--- config.mk ---
export PLATFORM = sky130hd
export DESIGN_NAME = async_fifo_write_ctrl
export DESIGN_NICKNAME = d
export VERILOG_FILES = /design/src/rtl/async_fifo_write_ctrl.sv
export SDC_FILE = /design/constraint.sdc
export NUM_CORES = 1
export LEC_CHECK = 0
export CORE_UTILIZATION = 50
export CTS_BUF_LIST = sky130_fd_sc_hd__clkbuf_4 sky130_fd_sc_hd__clkbuf_8
export DETAILED_ROUTE_END_ITERATION = 6
export PLACE_DENSITY_LB_ADDON = 0.2
export SLEW_MARGIN = 15
export SYNTH_ARGS = -nofsm -noshare
export SYNTH_HDL_FRONTEND = slang
export SYNTH_SLANG_ARGS = --single-unit
--- constraint.sdc ---
create_clock -name write_clk -period 4 [get_ports write_clk]
set_clock_uncertainty 0.1 [all_clocks]
set_input_delay 0.8 -clock write_clk [delete_from_list [all_inputs] [get_ports write_clk]]
set_output_delay 0.8 -clock write_clk [all_outputs]
set_load 0.02 [all_outputs]
--- src/rtl/async_fifo_write_ctrl.sv ---
// async_fifo_write_ctrl
// Write-side controller for the asynchronous FIFO. Owns the binary and Gray
// write pointers and synchronizes the read-domain Gray pointer into write_clk.
// From these it derives full, almost_full, the write-side fill level and a
// sticky overflow flag.
//
// Ports:
//   write_clk      in   1     write-domain clock (only clock)
//   write_rst      in   1     synchronous active-high reset
//   write_req      in   1     producer push request
//   read_ptr_gray  in   AW+1  Gray read pointer from the read domain (async)
//   write_en       out  1     memory write enable (combinational)
//   write_addr     out  AW    memory write address (wbin[AW-1:0])
//   write_ptr_gray out  AW+1  registered Gray write pointer to the read domain
//   full           out  1     registered full flag
//   almost_full    out  1     write_level >= ALMOST_FULL_THRESH
//   write_level    out  AW+1  occupancy seen from the write side
//   overflow       out  1     sticky: push attempted while full

module async_fifo_write_ctrl #(
  parameter int unsigned MEMORY_DEPTH       = 8,
  parameter int unsigned ALMOST_FULL_THRESH = 6,
  localparam int unsigned AW                = $clog2(MEMORY_DEPTH),
  localparam int unsigned PW                = AW + 1
) (
  input  logic          write_clk,
  input  logic          write_rst,
  input  logic          write_req,
  input  logic [PW-1:0] read_ptr_gray,
  output logic          write_en,
  output logic [AW-1:0] write_addr,
  output logic [PW-1:0] write_ptr_gray,
  output logic          full,
  output logic          almost_full,
  output logic [PW-1:0] write_level,
  output logic          overflow
);

  logic [PW-1:0] wbin;
  logic [PW-1:0] wgray;
  logic [PW-1:0] rq1;
  logic [PW-1:0] rq2;
  logic [PW-1:0] wbin_next;
  logic [PW-1:0] wgray_next;
  logic [PW-1:0] rbin_sync;
  logic [PW-1:0] full_gray;
  logic          full_q;
  logic          overflow_q;

  // Accept a push only when not full; reset also blocks the memory write.
  assign write_en   = write_req & ~full_q & ~write_rst;

  assign wbin_next  = wbin + PW'(write_en);
  assign wgray_next = wbin_next ^ (wbin_next >> 1);

  // Gray value the write pointer has when exactly one lap ahead of the reader.
  assign full_gray  = {~rq2[AW:AW-1], rq2[AW-2:0]};

  // Gray-to-binary: each bit is the XOR of all Gray bits at or above it.
  always_comb begin
    rbin_sync = '0;
    for (int i = 0; i < int'(PW); i++) begin
      rbin_sync[i] = ^(rq2 >> i);
    end
  end

  // Pointer, synchronizer and flag registers.
  always_ff @(posedge write_clk) begin
    if (write_rst) begin
      wbin       <= '0;
      wgray      <= '0;
      rq1        <= '0;
      rq2        <= '0;
      full_q     <= 1'b0;
      overflow_q <= 1'b0;
    end else begin
      wbin       <= wbin_next;
      wgray      <= wgray_next;
      rq1        <= read_ptr_gray;
      rq2        <= rq1;
      full_q     <= (wgray_next == full_gray);
      overflow_q <= overflow_q | (write_req & full_q);
    end
  end

  // Modulo subtraction absorbs pointer wrap; lagging rbin keeps this pessimistic.
  assign write_level    = wbin - rbin_sync;
  assign almost_full    = (write_level >= PW'(ALMOST_FULL_THRESH));

  assign write_addr     = wbin[AW-1:0];
  assign write_ptr_gray = wgray;
  assign full           = full_q;
  assign overflow       = overflow_q;

endmodule

# ---- Word level (Yosys, flattened, before mapping)
# Index checks and enable logic that the tools add are counted.
dict set report totals {
  reg_bits 18
  wordCells 22
}
dict set report op_classes {
  add_sub_neg 2
  order_cmp 1
  n_eq_ne 1
  bitwise 8
  n_reduce_logical 4
}
# cell count
set ops {}
lappend ops {{4-bit parity} 4}
lappend ops {{4-bit by 1-bit adder with 4-bit output} 1}
lappend ops {{4-bit equality test} 1}
lappend ops {{4-bit by 3-bit greater-or-equal comparator with 1-bit output (second input constant)} 1}
lappend ops {{4-bit subtractor} 1}
lappend ops {{4-bit by 3-bit bitwise XOR with 4-bit output} 1}
lappend ops {{1-bit bitwise AND} 3}
lappend ops {{1-bit NOT} 2}
lappend ops {{2-bit NOT} 1}
lappend ops {{1-bit bitwise OR} 1}

# ---- Depth between registers and ports, before layout
dict set report logic_depth {
  word_depth 6
  mapped_depth 10
  ltp_nobuf 10
}

# ---- Worst setup path before layout
# No wires, ideal clock.
dict set report synth_path {
  path_kind {register to output}
  startpoint {register rq2[2]}
  endpoint {output port almost_full}
  arrival_ns 2.516
  t_required_ns 3.100
  path_slack_ns 0.584
  path_stages_with_launch 11
  path_buffers 0
  path_cell_list {dfxtp_1 -> xor2_1 -> xnor2_1 -> xnor2_1 -> ha_1 -> inv_1 -> fa_1 -> xor2_1 -> xnor2_1 -> nand2_1 -> o311ai_1}
}
dict set report synth_between {
  elab_chain_cells 3
}
# element line
set synth_rtl {}
lappend synth_rtl {{start, declared} 42} ;# logic [PW-1:0] rq2;
lappend synth_rtl {{start signal, assigned} 80} ;# rq2 <= rq1;
lappend synth_rtl {{4-bit parity} 63} ;# rbin_sync[i] = ^(rq2 >> i);
lappend synth_rtl {{4-bit subtractor *} 87} ;# assign write_level = wbin - rbin_sync;
lappend synth_rtl {{net write_level[2]} 35} ;# output logic [PW-1:0] write_level,
lappend synth_rtl {{4-bit by 3-bit greater-or-equal comparator with 1-bit output *} 88} ;# assign almost_full = (write_level >= PW'(ALMOST_FULL_THRESH));
lappend synth_rtl {{end, declared} 34} ;# output logic almost_full,
# Mark *: on every way through the listed nets, which the timed path passes. The rest lies on a longest branch.

# ---- Worst setup path in the final report
dict set report layout_path {
  startpoint {register rq2[3]}
  endpoint {output port almost_full}
}
dict set report layout_between {
  elab_chain_cells 3
}
# element line
set layout_rtl {}
lappend layout_rtl {{4-bit parity} 63}
lappend layout_rtl {{4-bit subtractor *} 87}
lappend layout_rtl {{4-bit by 3-bit greater-or-equal comparator with 1-bit output *} 88}
# Mark *: on every way between the ends. The rest lies on a longest branch, timed or not.

==> out/metrics.csv <==
stage,metric,value,unit
critical_path,Critical Path AT,2.91,ns
placed_design,GPL Wtd Cong,0.682,
floorplan,# rows,14,
finish,post-layout utilization of the core,73.6,%
hold_path,Hold WC Path Type,register to register,
flow_run,max-cap violation count,0,
placed_design,hpwl dp,1.20,mm
global_routing,GRT Overall Usage,19.8,%
logic_synthesis,synthesis-stage register bit count,17,
timing,Hold Slack,0.345,ns
critical_path,Crit. End Element,primary output,
timing,relative slew slack,74.7,%
floorplan,die area,1790,um^2
logic_synthesis,multiplexer share of the synthesized area,0,%
pwr,Sw Pwr,117,uW
floorplan,Initial Utilization,53.8,%
timing,max-slew violations,0,
global_routing,first-pass GRT wire length,2.57,mm
logic_synthesis,Yosys cell types,27,
critical_path,FF-to-FF End,full$_SDFF_PP0_,
drt,Metal-1 WL,686,um
critical_path,critical path class,register to primary output,
finish,# diodes,0,
timing,worst slew pin tran,0.377,ns
clocking,cts bufs inserted,3,
pwr,clock share of power,24.2,%
drt,met3 routed WL,74,um
drt,router iterations before antenna repair,4,
critical_path,CP max FO,6,
finish,Layout Nets,119,
pwr,worst vdd ir,0.000239,V
clocking,CTS tree,built,
finish,share of layout cells above drive strength 1,13.2,%
placed_design,Area after DPL,1050,um^2
global_routing,total grt overflow,0,
drt,Wirelength per Cell,13.0,um
logic_synthesis,Synth Area in XOR/XNOR,17.1,%
finish,"Design Area, Final",1110,um^2
pwr,Power Density,360,nW/um^2
finish,FILL cells,128,
timing,Max Freq,0.263,GHz
logic_synthesis,register area share after synthesis,42.0,%
placed_design,count of input and output buffers,21,
logic_synthesis,Synth Area in Compound Gates,11.9,%
logic_synthesis,Adder-Cell Fraction of Synth Area,8.64,%
hold_path,hold_sp,rq1[0]$_SDFF_PP0_,
floorplan,core box area,1510,um^2
pwr,Net Sw Frac,29.4,%
critical_path,worst reg-to-reg setup slack,1.93,ns
clocking,CTS HTree Levels,1,
critical_path,Worst EP required,3.10,ns
timing,final hold violations,0,
global_routing,largest net degree at the start of global routing,18,
pwr,Pleak,0.000457,uW
timing,fin crit share,95.2,%
drt,DRT antenna net count,0,
pwr,Combinational Power Share,30.5,%
pwr,Int Power,282,uW
clocking,Worst-path clk slew,0.08,ns
floorplan,I/O Pins,22,
drt,Post-route DRC,0,
global_routing,initial antenna violation count,0,
logic_synthesis,Syn. warnings,0,
clocking,CTS sink count,17,
hold_path,hold depth,1,
global_routing,vias in the first global route,615,
logic_synthesis,mapped cell area,811,um^2
pwr,Sequential Power Share,45.3,%
drt,routed via count,635,
logic_synthesis,simple-gate share of the synthesized area,17.6,%
timing,final setup violation count,0,
clocking,"Clk Latency, worst-skew pair",0.29,ns
critical_path,worst reg2reg startpoint,full$_SDFF_PP0_,
status,status,"complete, no violations",
hold_path,WHS Endpoint,rq2[0]$_SDFF_PP0_,
critical_path,Setup crit start kind,register,
finish,"Area growth, synth to finish",36.7,%
logic_synthesis,Avg Inst Size Synth,10.3,um^2
clocking,CTS Hold Bufs,0,
placed_design,pre-CTS WS,0.0897,ns
drt,Via density,5.20,
finish,Reg area,340,um^2
floorplan,Die Height,42.3,um
floorplan,die width,42.3,um
logic_synthesis,Synth Instances,79,
clocking,Clock Tree Root,clkbuf_4,
finish,multi-input logic area,463,um^2
drt,metal2 WL,799,um
critical_path,cells on worst reg2reg path,7,
timing,Fin Setup TNS,0,ns
clocking,Max clock buf depth,2,
drt,max layer used,met4,
drt,total length of routed wires,1.58,mm
timing,min setup slack post-route,0.192,ns
logic_synthesis,Mapped Nets,91,
timing,Tmin final,3.81,ns
logic_synthesis,largest family of logic cells by synthesized area,simple AND/OR/NAND/NOR gates,
timing,RSZ-0062 raised after global routing,no,
drt,Initial DRC Count,6,
cell type report:
class                   instances  share of cell area, %
flip-flops and latches         17                   30.7
repair buffers                 24                   21.3
well taps                      16                   1.81
multi-input cells              56                   41.8
clock buffers                   4                   2.71
inverters                       5                   1.69
per-layer routing:
layer	up-vias	GRT usage, %
met2	20	36.0
met4	0	11.3
li1	324	-
met5	-	0
met1	287	20.9
met3	4	3.88
cell families (layout without fill, tap and decap cells):
kind of cell	count (synthesis)	after routing
adders and majority gates	5	5
buffers and inverters	6	33
DFF	17	17
and+or+nand+nor	25	25
xor gates and xnor gates	15	15
AOI/OAI and AO/OA	11	11
placed cells by master, fill, tap and decap left out, types with 2 or more instances in the layout:
cell	instances
xor2_1	5
nor2b_1	11
inv_1	5
clkdlybuf4s50_1	18
xnor2_2	2
nor2_1	7
a211oi_1	2
ha_1	4
clkbuf_4	4
buf_4	3
dfxtp_1	17
xnor2_1	7
dlymetal6s2s_1	2
worst max-delay path by stage:
stage,from,end,depth (start not counted)
finish,rq2[3]$_SDFF_PP0_,almost_full,11
global route,rq2[3]$_SDFF_PP0_,almost_full,11
CTS,rq2[3]$_SDFF_PP0_,write_level[2],9
detailed placement,rq2[3]$_SDFF_PP0_,almost_full,11
global placement,rq2[3]$_SDFF_PP0_,almost_full,11
floorplan,rq2[2]$_SDFF_PP0_,almost_full,10
registers in the layout (all words and copies together), names as in the netlist:
| register | flops |
|---|---|
| overflow | 1 |
| write_ptr_gray | 3 |
| rq1 | 4 |
| wbin | 4 |
| rq2 | 4 |
| full | 1 |
worst max-delay path, cell delays in order, from the launching register on:
cell           delay (ns)
dfxtp_1              0.47
xor2_2               0.26
xnor2_2              0.19
xnor2_1              0.16
ha_1                 0.20
inv_1                0.06
fa_1                 0.39
xor2_1               0.21
xnor2_1              0.16
nand2_1              0.08
o311ai_1             0.06
dlygate4sd2_1        0.37
stage by stage:
step	cells	power (uW)
finish	122	399
detailed placement	117	307
floorplan	79	257
CTS	121	406
global route	122	418
global placement	117	303
Yosys cell counts:
master / number / share of area (%)
nand2_1: 1 / 0.46
o41ai_2: 1 / 2.0
a311oi_1: 1 / 1.1
ha_1: 4 / 6.2
clkbuf_1: 1 / 0.46
o311a_2: 1 / 1.4
nor2_1: 7 / 3.2
a21boi_2: 1 / 1.4
nand3_1: 1 / 0.62
nor3b_1: 1 / 0.93
o21ai_0: 1 / 0.62
a211oi_1: 2 / 1.9
o31ai_1: 1 / 0.93
nor2b_1: 11 / 8.5
fa_1: 1 / 2.5
dfxtp_1: 17 / 42
o311ai_1: 1 / 1.1
and4_1: 1 / 1.1
a21oi_1: 1 / 0.62
xnor2_1: 8 / 8.6
xor2_1: 6 / 6.5
xnor2_2: 1 / 2.0
nand2b_1: 1 / 0.77
a21boi_0: 1 / 0.93
nor4_1: 1 / 0.77
inv_1: 5 / 2.3
and4_2: 1 / 1.2
repair_timing:
item,CTS,global route
cloned,0,0
buffers inserted,0,1
resized for setup,3,2
setup endpoints to repair,3,3
pin swaps,0,1
power groups by stage:
stage	clock, uW	sequential (uW)	combinational (uW)
2_1_floorplan	0	188	69.8
3_3_place_gp	0	184	119
3_5_place_dp	0	184	123
4_1_cts	103	181	122
5_1_grt	106	182	131
6_report	96.6	181	122
No activity file was read; power rests on OpenSTA's default activity.
==> RTL change 1: new RTL, same settings <==
Put a register stage on the output `write_level`, without a reset. The value now appears one clock later. The other outputs are not delayed to match.
--- a/src/rtl/async_fifo_write_ctrl.sv
+++ b/src/rtl/async_fifo_write_ctrl.sv
@@ -35,6 +35,8 @@
   output logic [PW-1:0] write_level,
   output logic          overflow
 );
+
+  logic [PW-1:0] write_level_d;
 
   logic [PW-1:0] wbin;
   logic [PW-1:0] wgray;
@@ -84,13 +86,17 @@
   end
 
   // Modulo subtraction absorbs pointer wrap; lagging rbin keeps this pessimistic.
-  assign write_level    = wbin - rbin_sync;
-  assign almost_full    = (write_level >= PW'(ALMOST_FULL_THRESH));
+  assign write_level_d  = wbin - rbin_sync;
+  assign almost_full    = (write_level_d >= PW'(ALMOST_FULL_THRESH));
 
   assign write_addr     = wbin[AW-1:0];
   assign write_ptr_gray = wgray;
   assign full           = full_q;
   assign overflow       = overflow_q;
 
+  always_ff @(posedge write_clk) begin
+    write_level <= write_level_d;
+  end
+
 endmodule
 
Function: changed (Yosys sat finds a counterexample within 4 cycles, from zero or initial values and one cycle with write_rst high).
==> RTL change 1 against the unedited design <==
- routed wire length is 1.2% higher
- largest cell class unchanged
- sequential cell count is 4 higher
- worst setup slack better by 61 ps
- power is 16% higher
- critical endpoint unchanged
- design area is 5.6% higher
- first-iteration DRC count is 33% higher
- area after synthesis is 9.9% higher
- the run now ends with DRC left
==> RTL change 1: results (changes against the unedited design) <==
- First-pass GRT wire length: 2660 um (+3.5%)
- Post-synthesis compound-gate area fraction: 10.8% (-1.1 points)
- Failing checks: DRC
- Leak: 0.462 nW (+1.1%)
- GRT met3 Usage: 3.67% (-0.21 points)
- Detailed Routing Iterations Pass 1: 6 (+2)
- Placer Congestion: 0.795 (+17%)
- WL/cell: 12.9 um (-0.43%)
- Dpl cell area: 0.00112 mm^2 (+6.9%)
- Initial DRC count: 8 (+2)
- Synth Area in Adders: 7.87% (-0.78 points)
- Internal: 0.333 mW (+18%)
- Met3 wire length: 65 um (-12%)
- Peak supply drop: 0.253 mV (+5.7%)
- Largest stage delay on the critical path: 420 ps (-50 ps)
- Met2 Track Usage GR: 32.9% (-3.1 points)
- Xor/xnor cell area share of the yosys netlist: 15.6% (-1.5 points)
- Met2 WL: 813 um (+1.8%)
- Vias: 658 (+3.6%)
- Synth top cells by count: 21 x dfxtp_1, 11 x nor2b_1, 8 x xnor2_1, 7 x nor2_1, 6 x xor2_1
- Syn Nets: 95 (+4.4%)
- Reg clk slew, reported paths: 110 ps (+30 ps)
- GR Util met1: 22.4% (+1.5 points)
- Number of global-route vias before repair: 620 (+0.81%)
- Post-synthesis sequential area ratio: 47.2% (+5.2 points)
- Nets: 121 (+1.7%)
- # DRC: 2 (+2)
- Status: complete, but fails checks
- Sequential share of power: 50.7% (+5.4 points)
- Fmax: 0.267 GHz (+1.6%)
- Hpwl dp: 1190 um (-0.98%)
- Worst Hold Launch: rq1[3]$_SDFF_PP0_
- Share of cells above drive strength 1: 13.0% (-0.24 points)
- Total track usage: 19.3% (-0.55 points)
- Synth area leaders: dfxtp_1 47%, xnor2_1 7.9%, nor2b_1 7.7%
-- RTL change 1: stage by stage --
stage | setup slack [ps] | std cells | total power, mW | hold WS, ps
floorplan | 852 | 83 | 0.309 | 314
global placement | 234 | 120 | 0.357 | 318
detailed placement | 132 | 120 | 0.361 | 329
CTS | 68.0 | 124 | 0.465 | 355
global route | 8.20 | 124 | 0.489 | 362
finish | 253 | 124 | 0.463 | 345
-- RTL change 1: worst max-delay path, delay by kind of cell (launching register included) --
kind,cells,cell delay [ps]
compound gates,1,80
flops,1,420
simple gates,1,90
buf+inv,2,430
xor+xnor,5,940
fa+ha+maj,2,580
-- RTL change 1: cell families after synthesis --
| kind of cell | after synthesis |
|---|---|
| flip-flops | 21 |
| buffers and inverters | 6 |
| AO/OA/AOI/OAI | 11 |
| XOR/XNOR | 15 |
| AND/OR/NAND/NOR | 25 |
| adder cells (fa/ha/maj) | 5 |
-- RTL change 1: final cells by class --
class | count | area [um^2] | share of cell area [%]
clock buffer | 4 | 30.0 | 2.56
inverter | 5 | 18.8 | 1.60
sequential | 21 | 423 | 36.1
timing repair buffer | 22 | 216 | 18.5
tap | 16 | 20.0 | 1.71
multi-input combinational | 56 | 463 | 39.5
-- RTL change 1: final timing paths --
kind | endpoint | slack, ps | depth (start not counted)
max | almost_full | 250 | 11
min | rq2[3]$_SDFF_PP0_ | 350 | 1
max reg2reg | write_level[3]$_DFF_P_ | 1710 | 8
min reg2reg | rq2[3]$_SDFF_PP0_ | 350 | 1
-- RTL change 1: repair_timing --
action                                  4_1_cts  5_1_grt
endpoints found under the hold margin         0        0
setup buffers                                 0        0
resized for setup                             1        4
endpoints found under the setup margin        1        1
==> RTL change 2: new RTL, same settings <==
Without the edit above. Change the parameter `MEMORY_DEPTH` from 8 to 16.
--- a/src/rtl/async_fifo_write_ctrl.sv
+++ b/src/rtl/async_fifo_write_ctrl.sv
@@ -18,7 +18,7 @@
 //   overflow       out  1     sticky: push attempted while full
 
 module async_fifo_write_ctrl #(
-  parameter int unsigned MEMORY_DEPTH       = 8,
+  parameter int unsigned MEMORY_DEPTH       = 16,
   parameter int unsigned ALMOST_FULL_THRESH = 6,
   localparam int unsigned AW                = $clog2(MEMORY_DEPTH),
   localparam int unsigned PW                = AW + 1
Interface: changed (resized read_ptr_gray, write_addr, write_level and write_ptr_gray); port bits go from 22 to 26. No check against the original RTL was run, so the function may have changed too.
==> RTL change 2 against the unedited design <==
- routed wire length grew 14%
- design area grew 24%
- worst setup slack lost 62 ps
- power grew 21%
- worst hold slack gained 6.5 ps
- largest power group unchanged
- sequential cell count grew 4
- highest routed layer unchanged
- area after synthesis grew 25%
==> RTL change 2: results (changes against the unedited design) <==
- Pre-CTS WS: 82.7 ps (-6.99 ps)
- Critical path fanouts, max: 3 (-3)
- Crit path DAT: 2970 ps (+60 ps)
- Status: completed
- Top flop regs: rq1 x5, rq2 x5, wbin x5
- Slew @ Worst Pin: 365 ps (-12.7 ps)
- Syn Nets: 118 (+30%)
- Leak: 0.550 nW (+21%)
- Initial DRC count: 9 (+3)
- Input/output buffers: 25 (+19%)
- Number of global-route vias before repair: 676 (+9.9%)
- Total track usage: 18.6% (-1.2 points)
- Placer Congestion: 0.816 (+20%)
- First-pass GRT wire length: 2760 um (+7.3%)
- Largest net degree at the start of global routing: 22 (+4)
- Post-synthesis sequential area ratio: 41.3% (-0.65 points)
- Reg clk slew, reported paths: 110 ps (+30 ps)
- Synthesized area per cell: 9.88 um^2 (-3.8%)
- CTS HTree Levels: 1 (unchanged)
- Clk Latency, worst-skew pair: 310 ps (+20 ps)
- Hpwl dp: 1340 um (+12%)
- Synth area leaders: dfxtp_1 41%, xnor2_1 10%, nor2b_1 9.2%
- Share of cells above drive strength 1: 11.9% (-1.4 points)
- Hold WC Path Type: register to register
- Routed vias/inst: 4.79 (-7.9%)
- Non-Filler Instances: 160 (+31%)
- # fillers: 142 (+11%)
- Peak supply drop: 0.291 mV (+22%)
[RTL change 2: cell count changes in the layout (fill, tap and decap cells not counted), moves of 2 or more]
cell / unedited run / this run
dfxtp_1: 17 / 21
ha_1: 4 / 6
a211oi_1: 2 / 0
o21ai_0: 1 / 3
nor2_1: 7 / 11
nor2b_1: 11 / 15
xnor2_1: 7 / 12
buf_4: 3 / 5
clkdlybuf4s50_1: 18 / 22
[RTL change 2: cell type report]
| type | instances | share of cell area (%) |
|---|---|---|
| Tap cell | 25 | 2.28 |
| Multi-Input combinational cell | 74 | 42.5 |
| Timing Repair Buffer | 30 | 20.7 |
| Inverter | 6 | 1.64 |
| Sequential cell | 21 | 30.7 |
| Clock buffer | 4 | 2.19 |
[RTL change 2: worst paths after layout]
kind / slack (ps) / start / cells after the start / endpoint
max: 130 / rq2[3]$_SDFF_PP0_ / 11 / almost_full
min: 350 / rq1[3]$_SDFF_PP0_ / 1 / rq2[3]$_SDFF_PP0_
max reg2reg: 1610 / full$_SDFF_PP0_ / 7 / full$_SDFF_PP0_
min reg2reg: 350 / rq1[3]$_SDFF_PP0_ / 1 / rq2[3]$_SDFF_PP0_
[RTL change 2: through the flow]
| stage | setup TNS (ps) | hold slack, ps | util (%) | area [um^2] |
|---|---|---|---|---|
| 6_report | 0 | 352 | 75.3 | 1370 |
| 5_1_grt | -40.1 | 370 | 75.3 | 1370 |
| 4_1_cts | 0 | 349 | 74.6 | 1360 |
| 3_5_place_dp | 0 | 322 | 71.3 | 1300 |
| 3_3_place_gp | 0 | 321 | 71.3 | 1300 |
| 2_1_floorplan | 0 | 314 | - | 1020 |
[RTL change 2: timing repair]
item	in CTS	in global routing
resized for setup	4	5
setup endpoints to repair	2	4
setup buffers	3	1
hold buffers	0	0
pin swaps	1	1
[RTL change 2: report_power, final]
| part | switching [mW] | internal (mW) | total [mW] |
|---|---|---|---|
| Sequential | 0.00504 | 0.217 | 0.222 |
| Combinational | 0.0759 | 0.0812 | 0.157 |
| Clock | 0.0597 | 0.0457 | 0.105 |
| Total | 0.141 | 0.344 | 0.484 |
[RTL change 2: logic make-up after synthesis]
family          Yosys count  share of synthesized area (%)
simple gates             36                           19.8
compound gates            9                           6.03
mux                       1                          0.984
xor+xnor                 21                           19.6
buf+inv                   8                           2.95
fa+ha+maj                 7                           9.35
flops                    21                           41.3
[RTL change 2: worst max-delay path, cell delays in order (launching register included)]
cell	delay, ps
dfxtp_1	360
xnor2_2	250
xor2_2	240
xor2_2	210
buf_4	140
buf_4	90
ha_1	210
nor2b_1	150
or4b_2	600
and4_1	160
o21ai_0	60
clkbuf_2	190
[RTL change 2: per-layer routing]
metal	track usage, %	vias to the layer above	routed length [um]
met4	12.0	0	42
met3	3.46	5	66
li1	-	395	-
met1	20.8	345	821
met2	32.2	22	881
met5	0	-	0
